## config.mk

```make
export PLATFORM = sky130hd
export DESIGN_NAME = capture_scheduler
export DESIGN_NICKNAME = d
export VERILOG_FILES = /design/src/rtl/capture_scheduler.sv
export SDC_FILE = /design/constraint.sdc
export NUM_CORES = 1
export LEC_CHECK = 0
export CAP_MARGIN = 25
export CORE_MARGIN = 5
export CORE_UTILIZATION = 35
export CTS_CLUSTER_SIZE = 28
export DETAILED_ROUTE_END_ITERATION = 8
export SLEW_MARGIN = 30
export SYNTH_ARGS = -nofsm -noshare
export SYNTH_HDL_FRONTEND = slang
export SYNTH_SLANG_ARGS = --single-unit
```

## constraint.sdc

```tcl
create_clock -name clk -period 4.8 [get_ports clk]
set_input_delay 1.2 -clock clk [delete_from_list [all_inputs] [get_ports clk]]
set_output_delay 1.2 -clock clk [all_outputs]
set_load 0.02 [all_outputs]
```

## src/rtl/capture_scheduler.sv

```systemverilog
// Frame capture scheduler: grants one frame to the highest-priority pending
// request, pulses the pixel trigger, watches for frame end and enforces hold-off.
module capture_scheduler #(
    parameter int PERIOD_W = 16,
    parameter int TIMEOUT  = 4096,
    parameter int HOLDOFF  = 4
) (
    input  logic                clk,
    input  logic                rst,
    input  logic                cfg_enable,
    input  logic [PERIOD_W-1:0] cfg_period,
    input  logic [7:0]          cfg_expose,
    input  logic                sw_trigger,
    input  logic                ext_trigger,
    input  logic                mon_valid,
    input  logic                mon_ready,
    input  logic                mon_tlast,
    input  logic                err_clr,
    output logic                pix_trigger,
    output logic [7:0]          pix_expose,
    output logic                busy,
    output logic [1:0]          last_src,
    output logic [PERIOD_W-1:0] frame_cnt,
    output logic [7:0]          overrun_cnt,
    output logic                err_timeout
);

    typedef enum logic [1:0] {S_IDLE, S_ARM, S_WAIT, S_HOLD} state_t;

    localparam int TMO_W = $clog2(TIMEOUT + 1);
    localparam int HLD_W = $clog2(HOLDOFF + 2);
    localparam logic [TMO_W-1:0] TMO_LAST = TMO_W'(TIMEOUT - 1);
    localparam logic [HLD_W-1:0] HLD_LAST = HLD_W'((HOLDOFF > 0) ? HOLDOFF - 1 : 0);

    state_t              state, next_state;
    logic                ext_d;
    logic [PERIOD_W-1:0] timer_cnt;
    logic [TMO_W-1:0]    tmo_cnt;
    logic [HLD_W-1:0]    hold_cnt;

    logic                ext_req, timer_on, tick, req_any, frame_end, timed_out;
    logic [PERIOD_W-1:0] period_m1;
    logic [1:0]          grant_src;
    logic                grant, done, abort;

    assign ext_req   = ext_trigger & ~ext_d;
    assign timer_on  = cfg_enable && (cfg_period != '0);
    assign period_m1 = cfg_period - PERIOD_W'(1);
    assign tick      = timer_on && (timer_cnt == period_m1);
    assign req_any   = ext_req | sw_trigger | tick;
    assign frame_end = mon_valid & mon_ready & mon_tlast;
    assign timed_out = (tmo_cnt == TMO_LAST);
    assign grant_src = ext_req ? 2'b01 : (sw_trigger ? 2'b10 : 2'b11);
    assign busy      = (state != S_IDLE);

    always_ff @(posedge clk or posedge rst) begin
        // NOTE: registers use <= so every flop samples pre-edge values regardless of statement order.
        if (rst) state <= S_IDLE;
        else     state <= next_state;
    end

    always_comb begin
        // NOTE: every output of this block gets a default first so no path infers a latch.
        next_state = state;
        grant      = 1'b0;
        done       = 1'b0;
        abort      = 1'b0;
        case (state)
            S_IDLE: begin
                if (req_any) begin
                    grant      = 1'b1;
                    next_state = S_ARM;
                end
            end
            S_ARM: next_state = S_WAIT;
            S_WAIT: begin
                if (frame_end)      done  = 1'b1;
                else if (timed_out) abort = 1'b1;
                if (done || abort)
                    next_state = (HOLDOFF == 0) ? S_IDLE : S_HOLD;
            end
            S_HOLD: begin
                if (hold_cnt == HLD_LAST) next_state = S_IDLE;
            end
            default: next_state = S_IDLE;
        endcase
    end

    // Timer keeps running in every state; a shrunken period wraps silently.
    always_ff @(posedge clk or posedge rst) begin
        if (rst)                                    timer_cnt <= '0;
        else if (!timer_on || timer_cnt >= period_m1) timer_cnt <= '0;
        else                                        timer_cnt <= timer_cnt + PERIOD_W'(1);
    end

    always_ff @(posedge clk or posedge rst) begin
        if (rst) begin
            ext_d       <= 1'b0;
            pix_trigger <= 1'b0;
            pix_expose  <= '0;
            last_src    <= '0;
            frame_cnt   <= '0;
            overrun_cnt <= '0;
            err_timeout <= 1'b0;
            tmo_cnt     <= '0;
            hold_cnt    <= '0;
        end else begin
            ext_d       <= ext_trigger;
            pix_trigger <= (state == S_ARM);
            if (grant) begin
                pix_expose <= cfg_expose;
                last_src   <= grant_src;
            end
            if (done) frame_cnt <= frame_cnt + PERIOD_W'(1);
            // Losers of a grant cycle are merged; only requests while busy count.
            if (req_any && busy && overrun_cnt != 8'hFF)
                overrun_cnt <= overrun_cnt + 8'd1;
            if (abort)        err_timeout <= 1'b1;
            else if (err_clr) err_timeout <= 1'b0;
            if (state == S_ARM)       tmo_cnt <= '0;
            else if (state == S_WAIT) tmo_cnt <= tmo_cnt + TMO_W'(1);
            if (state == S_HOLD) hold_cnt <= hold_cnt + HLD_W'(1);
            else                 hold_cnt <= '0;
        end
    end

endmodule

```

==> results of run 1 <==
## cells in the mapped netlist, types with 2 or more instances
master | instances | area share (%)
sky130_fd_sc_hd__a211oi_1 | 2 | 0.38
sky130_fd_sc_hd__a21o_1 | 3 | 0.58
sky130_fd_sc_hd__a21oi_1 | 13 | 1.7
sky130_fd_sc_hd__a31oi_1 | 5 | 0.80
sky130_fd_sc_hd__and2_1 | 6 | 0.96
sky130_fd_sc_hd__and3_1 | 11 | 1.8
sky130_fd_sc_hd__and4_1 | 5 | 1.1
sky130_fd_sc_hd__clkbuf_1 | 7 | 0.67
sky130_fd_sc_hd__dfrtp_1 | 71 | 45
sky130_fd_sc_hd__ha_1 | 27 | 8.6
sky130_fd_sc_hd__inv_1 | 12 | 1.2
sky130_fd_sc_hd__mux2_1 | 8 | 2.3
sky130_fd_sc_hd__mux2_2 | 4 | 1.2
sky130_fd_sc_hd__nand2_1 | 24 | 2.3
sky130_fd_sc_hd__nand2b_1 | 3 | 0.48
sky130_fd_sc_hd__nand3_1 | 22 | 2.8
sky130_fd_sc_hd__nand4_1 | 10 | 1.6
sky130_fd_sc_hd__nor2_1 | 18 | 1.7
sky130_fd_sc_hd__nor2b_1 | 7 | 1.1
sky130_fd_sc_hd__nor3_1 | 26 | 3.3
sky130_fd_sc_hd__nor3b_1 | 2 | 0.38
sky130_fd_sc_hd__nor4_1 | 4 | 0.64
sky130_fd_sc_hd__o21ai_0 | 7 | 0.90
sky130_fd_sc_hd__or3_1 | 3 | 0.48
sky130_fd_sc_hd__or4_1 | 2 | 0.38
sky130_fd_sc_hd__or4_4 | 2 | 0.58
sky130_fd_sc_hd__xnor2_1 | 29 | 6.5
sky130_fd_sc_hd__xor2_1 | 24 | 5.4
## power breakdown
part | total, mW | switching (mW) | internal (mW)
clock network | 0.469 | 0.217 | 0.252
registers | 0.829 | 0.104 | 0.725
logic | 0.772 | 0.393 | 0.379
total | 2.07 | 0.714 | 1.36
## per-stage QoR
stage                     total power [mW]  util (%)  hold WS, ps
after CTS                            2.102     47.51        445.1
after floorplan                      1.276         -        409.1
final                                2.070     47.72        435.6
after global placement               1.606     45.76        423.2
after detailed placement             1.618     45.76        433.7
after global routing                 2.217     47.72        458.6
## final cells by class
cell class                 count  area, µm²
sequential                    71       1777
multi-input combinational    284       2077
inverter                      12      46.29
tap                          140      175.2
fill                        1016       5692
clock buffer                  12      145.1
timing repair buffer         101      930.9
clock inverter                 4      45.04
## layer usage
layer	share of wire (%)	GRT usage, %	vias up
li1	-	-	1546
met1	46	16.83	1490
met2	47	21.64	56
met3	6.2	5.117	11
met4	1.3	3.480	0
met5	0	0	-
## flip-flops by register name, summed over array words and instances (netlist names)
name         cells
pix_trigger      1
overrun_cnt      8
last_src         2
frame_cnt       16
tmo_cnt         13
hold_cnt         3
ext_d            1
state            2
timer_cnt       16
pix_expose       8
err_timeout      1
## logic make-up (layout without fill, tap and decap cells)
family	Yosys count	after routing	synth area share [%]
mux	13	13	3.708
xor+xnor	53	53	11.86
fa+ha+maj	27	27	8.632
compound gates	41	41	7.353
flops	71	71	45.40
buf+inv	20	129	2.110
simple gates	150	150	20.94
## final timing paths
check                                              from                        end  slack, ps
worst max-delay path                      cfg_period[2]  pix_expose[4]$_DFFE_PP0P_        210
worst min-delay path              hold_cnt[0]$_DFF_PP0_      hold_cnt[0]$_DFF_PP0_        440
worst max register to register  timer_cnt[13]$_DFF_PP0_  pix_expose[4]$_DFFE_PP0P_       2460
worst min register to register    hold_cnt[0]$_DFF_PP0_      hold_cnt[0]$_DFF_PP0_        440
max in group asynchronous                           rst     tmo_cnt[8]$_DFFE_PP0P_       2790
min in group asynchronous                           rst  frame_cnt[12]$_DFFE_PP0P_       1290
## worst register-to-register path, delay by kind of cell, from the launching register on
kind	cells	cell delay [ps]
DFF	1	420
muxes	1	350
adders and majority gates	1	320
AOI/OAI and AO/OA	1	260
and+or+nand+nor	3	880
==> flow_metrics.py, run 1 <==
metrics = {
    "detailed_routing": {
        "drt_first_pass_iters": 4,
        "vias_per_cell": 4.973,
        "initialDrtViolationCount": 98,
        "route.antenna.remaining_nets": 0,
        "via_count": 3103,
        "post-route-drc-count": 0,
        "postRouteWirelength_um": 8435,
        "route.detailed.wl_per_inst_um": 13.52,
    },
    "place": {
        "dpl_worst_slack_ps": -309.4,
        "place.port_buffers": 69,
        "post-place-cells": 608,
        "placedInstanceArea_mm2": 0.004982,
        "gp_routability_congestion": 0.7814,
        "dpl.hpwl_um": 6475,
    },
    "final_layout": {
        "layout-drive-gt1-share_pct": 13.43,
        "mostFrequentLayoutCell": "sky130_fd_sc_hd__dfrtp_1",
        "instances_no_fill": 624,
        "final_area_mm2": 0.005196,
        "finalNetCount": 539,
        "layout_common_cells": "sky130_fd_sc_hd__dfrtp_1, sky130_fd_sc_hd__clkdlybuf4s50_1, sky130_fd_sc_hd__buf_4",
        "area_growth_syn_to_layout_pct": 32.77,
        "antennaDiodeCount": 0,
    },
    "sta": {
        "final_min_period_over_clock_period_pct": 95.63,
        "worst_slew_pin_slew_ps": 758.1,
        "finalHoldViolations": 0,
        "post_layout_minimum_cycle_time_ps": 4590,
        "worst_clock_skew_ps": 6.381,
        "timing.final.max_slew_violations": 0,
        "fmaxAchievable_mhz": 217.9,
        "final-setup-viol-count": 0,
        "totalNegativeSetupSlack_ps": 0,
        "fin_ws_ps": 209.9,
        "timing.max_slew.rel_slack_pct": 49.40,
    },
    "cts": {
        "clock_sinks": 71,
        "cts_resized": 0,
        "clock_insertion_delay_at_the_later_pin_of_the_skew_report_ps": 340,
        "cts-buffers-inserted": 9,
        "clock_tree.buffer_depth": 2,
        "clock-root-buffer": "sky130_fd_sc_hd__clkbuf_8",
        "ctsHoldBuffers": 0,
        "path_clk_slew_ps": 70,
        "cts_max_level": 3,
        "post-cts-setup-buffers": 0,
        "tritoncts_clock_tree": "done",
    },
    "critical_path": {
        "critPathRequiredTime_ps": 5020,
        "criticalPathCategory": "in2reg",
        "cp-start-kind": "primary input",
        "timing.critical_path.mode_cell": "sky130_fd_sc_hd__buf_4",
        "ff2ff_path_depth": 6,
        "timing.critical_path.arrival_ps": 4810,
        "cp.depth": 13,
        "largest_fanout_on_the_critical_path": 8,
        "timing.critical_path.cells": "clkdlybuf4s50_1 -> or3_4 -> buf_4 -> or4_1 -> buf_4 -> nor4_2 -> xnor2_1 -> ha_1 -> nand4_1 -> or4_4 -> o21ai_4 -> nand2_4 -> mux2_1",
        "critPathBufInv": 3,
        "path_delay_family": "simple AND/OR/NAND/NOR gates",
        "critical-path-max-stage-delay_ps": 580,
        "critical-path-slowest-cell": "sky130_fd_sc_hd__or4_4",
        "critPathCaptureType": "flop",
    },
    "floorplan": {
        "die_h_um": 115.7,
        "dieWidth_um": 115.7,
        "start_util_pct": 35.95,
        "pin_count": 70,
        "die_area_mm2": 0.01340,
        "coreArea_mm2": 0.01089,
        "std_cell_rows": 38,
    },
    "synthesis": {
        "mappedNetlistArea_mm2": 0.003914,
        "synthesis.instances": 375,
        "avgSynthCellArea_um2": 10.44,
        "synth_fp_nets": 435,
        "synthDistinctLibCells": 46,
        "synth_seq_area_share_pct": 45.40,
        "synth-main-ff-cell": "sky130_fd_sc_hd__dfrtp_1",
        "synth_enable_flop_cells": 0,
        "asr_flop_ratio_synth_pct": 100.0,
        "yosysWarningCount": 0,
        "synth.ff_latch_count": 71,
    },
    "global_route": {
        "global_route.usage.total_pct": 13.34,
        "first_global_vias": 3168,
        "grt_antenna_before_repair": 0,
        "grt_first_pass_wirelength_um": 14490,
        "grt_start_max_net_pins": 46,
        "globalRouteOverflowTotal": 0,
    },
    "hold_path": {
        "worst_hold_path.num_cells": 1,
        "hold_class": "reg2reg",
    },
    "pwr": {
        "power_per_cell_area_mw_per_mm2": 398.4,
        "power.static_leakage_nw": 2.280,
        "vdd.ir_drop.worst_mv": 0.3222,
    },
    "job": {
        "max-cap-violations": 0,
    },
    "status": {
        "result_of_the_run": "finished, final reports clean",
    },
}
(Power assumes the default switching activity.)
==> run 2, diff against run 1 <==
- CORE_UTILIZATION: 35 -> 53
- PLACE_DENSITY: not set -> 0.8
- clock period: 4.8 -> 5 ns (I/O delays scaled with it)
==> run 2 against run 1 <==
Sequential power fell by 3.3%. Wire length rose by 1.3%. First-iteration DRC count rose by 56%. Sequential share of layout area rose by 0.83 points. Utilization rose by 23 points. Total power fell by 1.8%. Register-to-register slack improved by 210 ps. Die area fell by 31%. Hold slack improved by 4.5 ps. Clock power rose by 4%. Non-clock buffer count fell by 10. Design area fell by 2.4%.
==> flow_metrics.py, run 2 (synthesis results as in run 1) <==
metrics = {
    "cts": {
        "clock_insertion_delay_at_the_later_pin_of_the_skew_report_ps": 350,
        "clock-root-buffer": "sky130_fd_sc_hd__clkbuf_8",
        "clock_sinks": 71,
        "cts-buffers-inserted": 9,
        "clock_tree.buffer_depth": 2,
        "path_clk_slew_ps": 80,
        "ctsHoldBuffers": 0,
        "cts_max_level": 3,
        "post-cts-setup-buffers": 0,
        "tritoncts_clock_tree": "done",
        "cts_resized": 0,
    },
    "floorplan": {
        "die_area_mm2": 0.009203,
        "pin_count": 70,
        "start_util_pct": 54.25,
        "dieWidth_um": 95.93,
        "die_h_um": 95.93,
        "std_cell_rows": 31,
        "coreArea_mm2": 0.007214,
    },
    "hold_path": {
        "timing.hold.worst.start": "hold_cnt[0]$_DFF_PP0_",
        "hold_class": "reg2reg",
        "worstHoldEndpoint": "hold_cnt[0]$_DFF_PP0_",
        "worst_hold_path.num_cells": 1,
    },
    "global_route": {
        "first_global_vias": 3156,
        "grt_antenna_before_repair": 0,
        "global_route.usage.total_pct": 20.22,
        "grt_start_max_net_pins": 46,
        "globalRouteOverflowTotal": 0,
        "grt_first_pass_wirelength_um": 14500,
    },
    "place": {
        "placedInstanceArea_mm2": 0.004856,
        "gp_routability_congestion": 0.8196,
        "place.port_buffers": 69,
        "dpl.hpwl_um": 6543,
    },
    "final_layout": {
        "layout-drive-gt1-share_pct": 11.21,
        "layout_common_cells": "sky130_fd_sc_hd__dfrtp_1, sky130_fd_sc_hd__clkdlybuf4s50_1, sky130_fd_sc_hd__xnor2_1",
        "area_growth_syn_to_layout_pct": 29.60,
        "layout.core_utilization_pct": 70.31,
        "finalNetCount": 529,
        "final_area_mm2": 0.005072,
        "mostFrequentLayoutCell": "sky130_fd_sc_hd__dfrtp_1",
        "fill_cells": 556,
        "reg_top3": "frame_cnt (16), timer_cnt (16), tmo_cnt (13)",
        "antennaDiodeCount": 0,
    },
    "sta": {
        "timing.max_slew.rel_slack_pct": 48.06,
        "fmaxAchievable_mhz": 211.5,
        "final_min_period_over_clock_period_pct": 94.58,
        "timing.final.max_slew_violations": 0,
        "totalNegativeSetupSlack_ps": 0,
        "worst_clock_skew_ps": 12.94,
        "worst_slew_pin_slew_ps": 778.2,
        "finalHoldViolations": 0,
        "post_layout_minimum_cycle_time_ps": 4729,
        "fin_hold_ws_ps": 440.2,
        "final-setup-viol-count": 0,
        "rsz0062_at_grt": "no",
    },
    "pwr": {
        "power_per_cell_area_mw_per_mm2": 400.8,
        "total_power_mw": 2.033,
        "power.static_leakage_nw": 2.237,
        "vdd.ir_drop.worst_mv": 0.3794,
    },
    "critical_path": {
        "ff2ff_path_depth": 6,
        "critPathBufInv": 3,
        "reg2reg_setup_slack_ps": 2670,
        "largest_fanout_on_the_critical_path": 8,
        "timing.critical_path.arrival_ps": 4950,
        "timing.critical_path.mode_cell": "sky130_fd_sc_hd__buf_4",
        "reg2reg_to": "pix_expose[6]$_DFFE_PP0P_",
        "path_delay_family": "simple AND/OR/NAND/NOR gates",
        "timing.critical_path.cells": "clkdlybuf4s50_1 -> or3_4 -> buf_4 -> or4_1 -> buf_4 -> nor4_1 -> xnor2_1 -> ha_1 -> nand4_1 -> or4_4 -> o21ai_4 -> nand2_4 -> mux2_1",
        "critPathCaptureType": "flop",
        "criticalPathCategory": "in2reg",
        "cp-start-kind": "primary input",
        "critPathRequiredTime_ps": 5220,
        "launching_point_of_the_worst_reg2reg_path": "timer_cnt[10]$_DFF_PP0_",
        "critical-path-max-stage-delay_ps": 580,
        "critical-path-slowest-cell": "sky130_fd_sc_hd__or4_4",
    },
    "detailed_routing": {
        "postRouteWirelength_um": 8544,
        "post-route-drc-count": 0,
        "vias_per_cell": 5.423,
        "initialDrtViolationCount": 153,
        "via_count": 3102,
        "drt_first_pass_iters": 4,
        "route.antenna.remaining_nets": 0,
        "route.detailed.wl_per_inst_um": 14.94,
    },
    "status": {
        "result_of_the_run": "finished, final reports clean",
    },
    "job": {
        "max-cap-violations": 0,
    },
}
## run 2: cell count changes in the layout (fill, tap and decap cells not counted), sizes merged
| cell | delta |
|---|---|
| clkbuf | -3 |
| buf | -10 |
| bufinv | +1 |
| clkinvlp | +1 |
## run 2: worst max-delay path by stage
stage                             start                        end  slack [ps]  depth (start not counted)
after CTS                 cfg_period[2]       state[1]$_DFFE_PP0P_         210                         13
after detailed placement  cfg_period[2]       state[1]$_DFFE_PP0P_        -140                         13
after global routing      cfg_period[2]       state[1]$_DFFE_PP0P_          60                         12
after floorplan           cfg_period[2]       state[1]$_DFFE_PP0P_         380                         11
after global placement    cfg_period[2]       state[1]$_DFFE_PP0P_         -50                         12
final                     cfg_period[2]  pix_expose[6]$_DFFE_PP0P_         270                         13
## run 2: final cells by class
class	count	area (µm²)	area share, %
multi-input cells	284	2059	40.60
well taps	99	123.9	2.442
clock buffers	9	123.9	2.442
inverters	12	46.29	0.9127
repair buffers	91	855.8	16.87
flip-flops and latches	71	1777	35.03
clock inverters	6	86.33	1.702
## run 2: power breakdown
part | total [mW] | internal (mW) | switching (mW)
logic | 0.743 | 0.359 | 0.384
registers | 0.802 | 0.695 | 0.106
clock network | 0.489 | 0.277 | 0.212
## run 2: per-stage QoR
step           worst slack, ps  instances
3_5_place_dp            -137.5        557
2_1_floorplan            381.1        375
3_3_place_gp            -47.98        557
5_1_grt                  58.10        572
4_1_cts                  214.2        572
6_report                 270.8        572
## run 2: routing by layer
layer | track usage (%) | share of wire (%) | vias up
li1 | - | - | 1525
met1 | 27.09 | 45 | 1495
met2 | 31.73 | 48 | 74
met3 | 5.864 | 5.5 | 8
met4 | 6.280 | 1.1 | 0
met5 | 0 | 0 | -
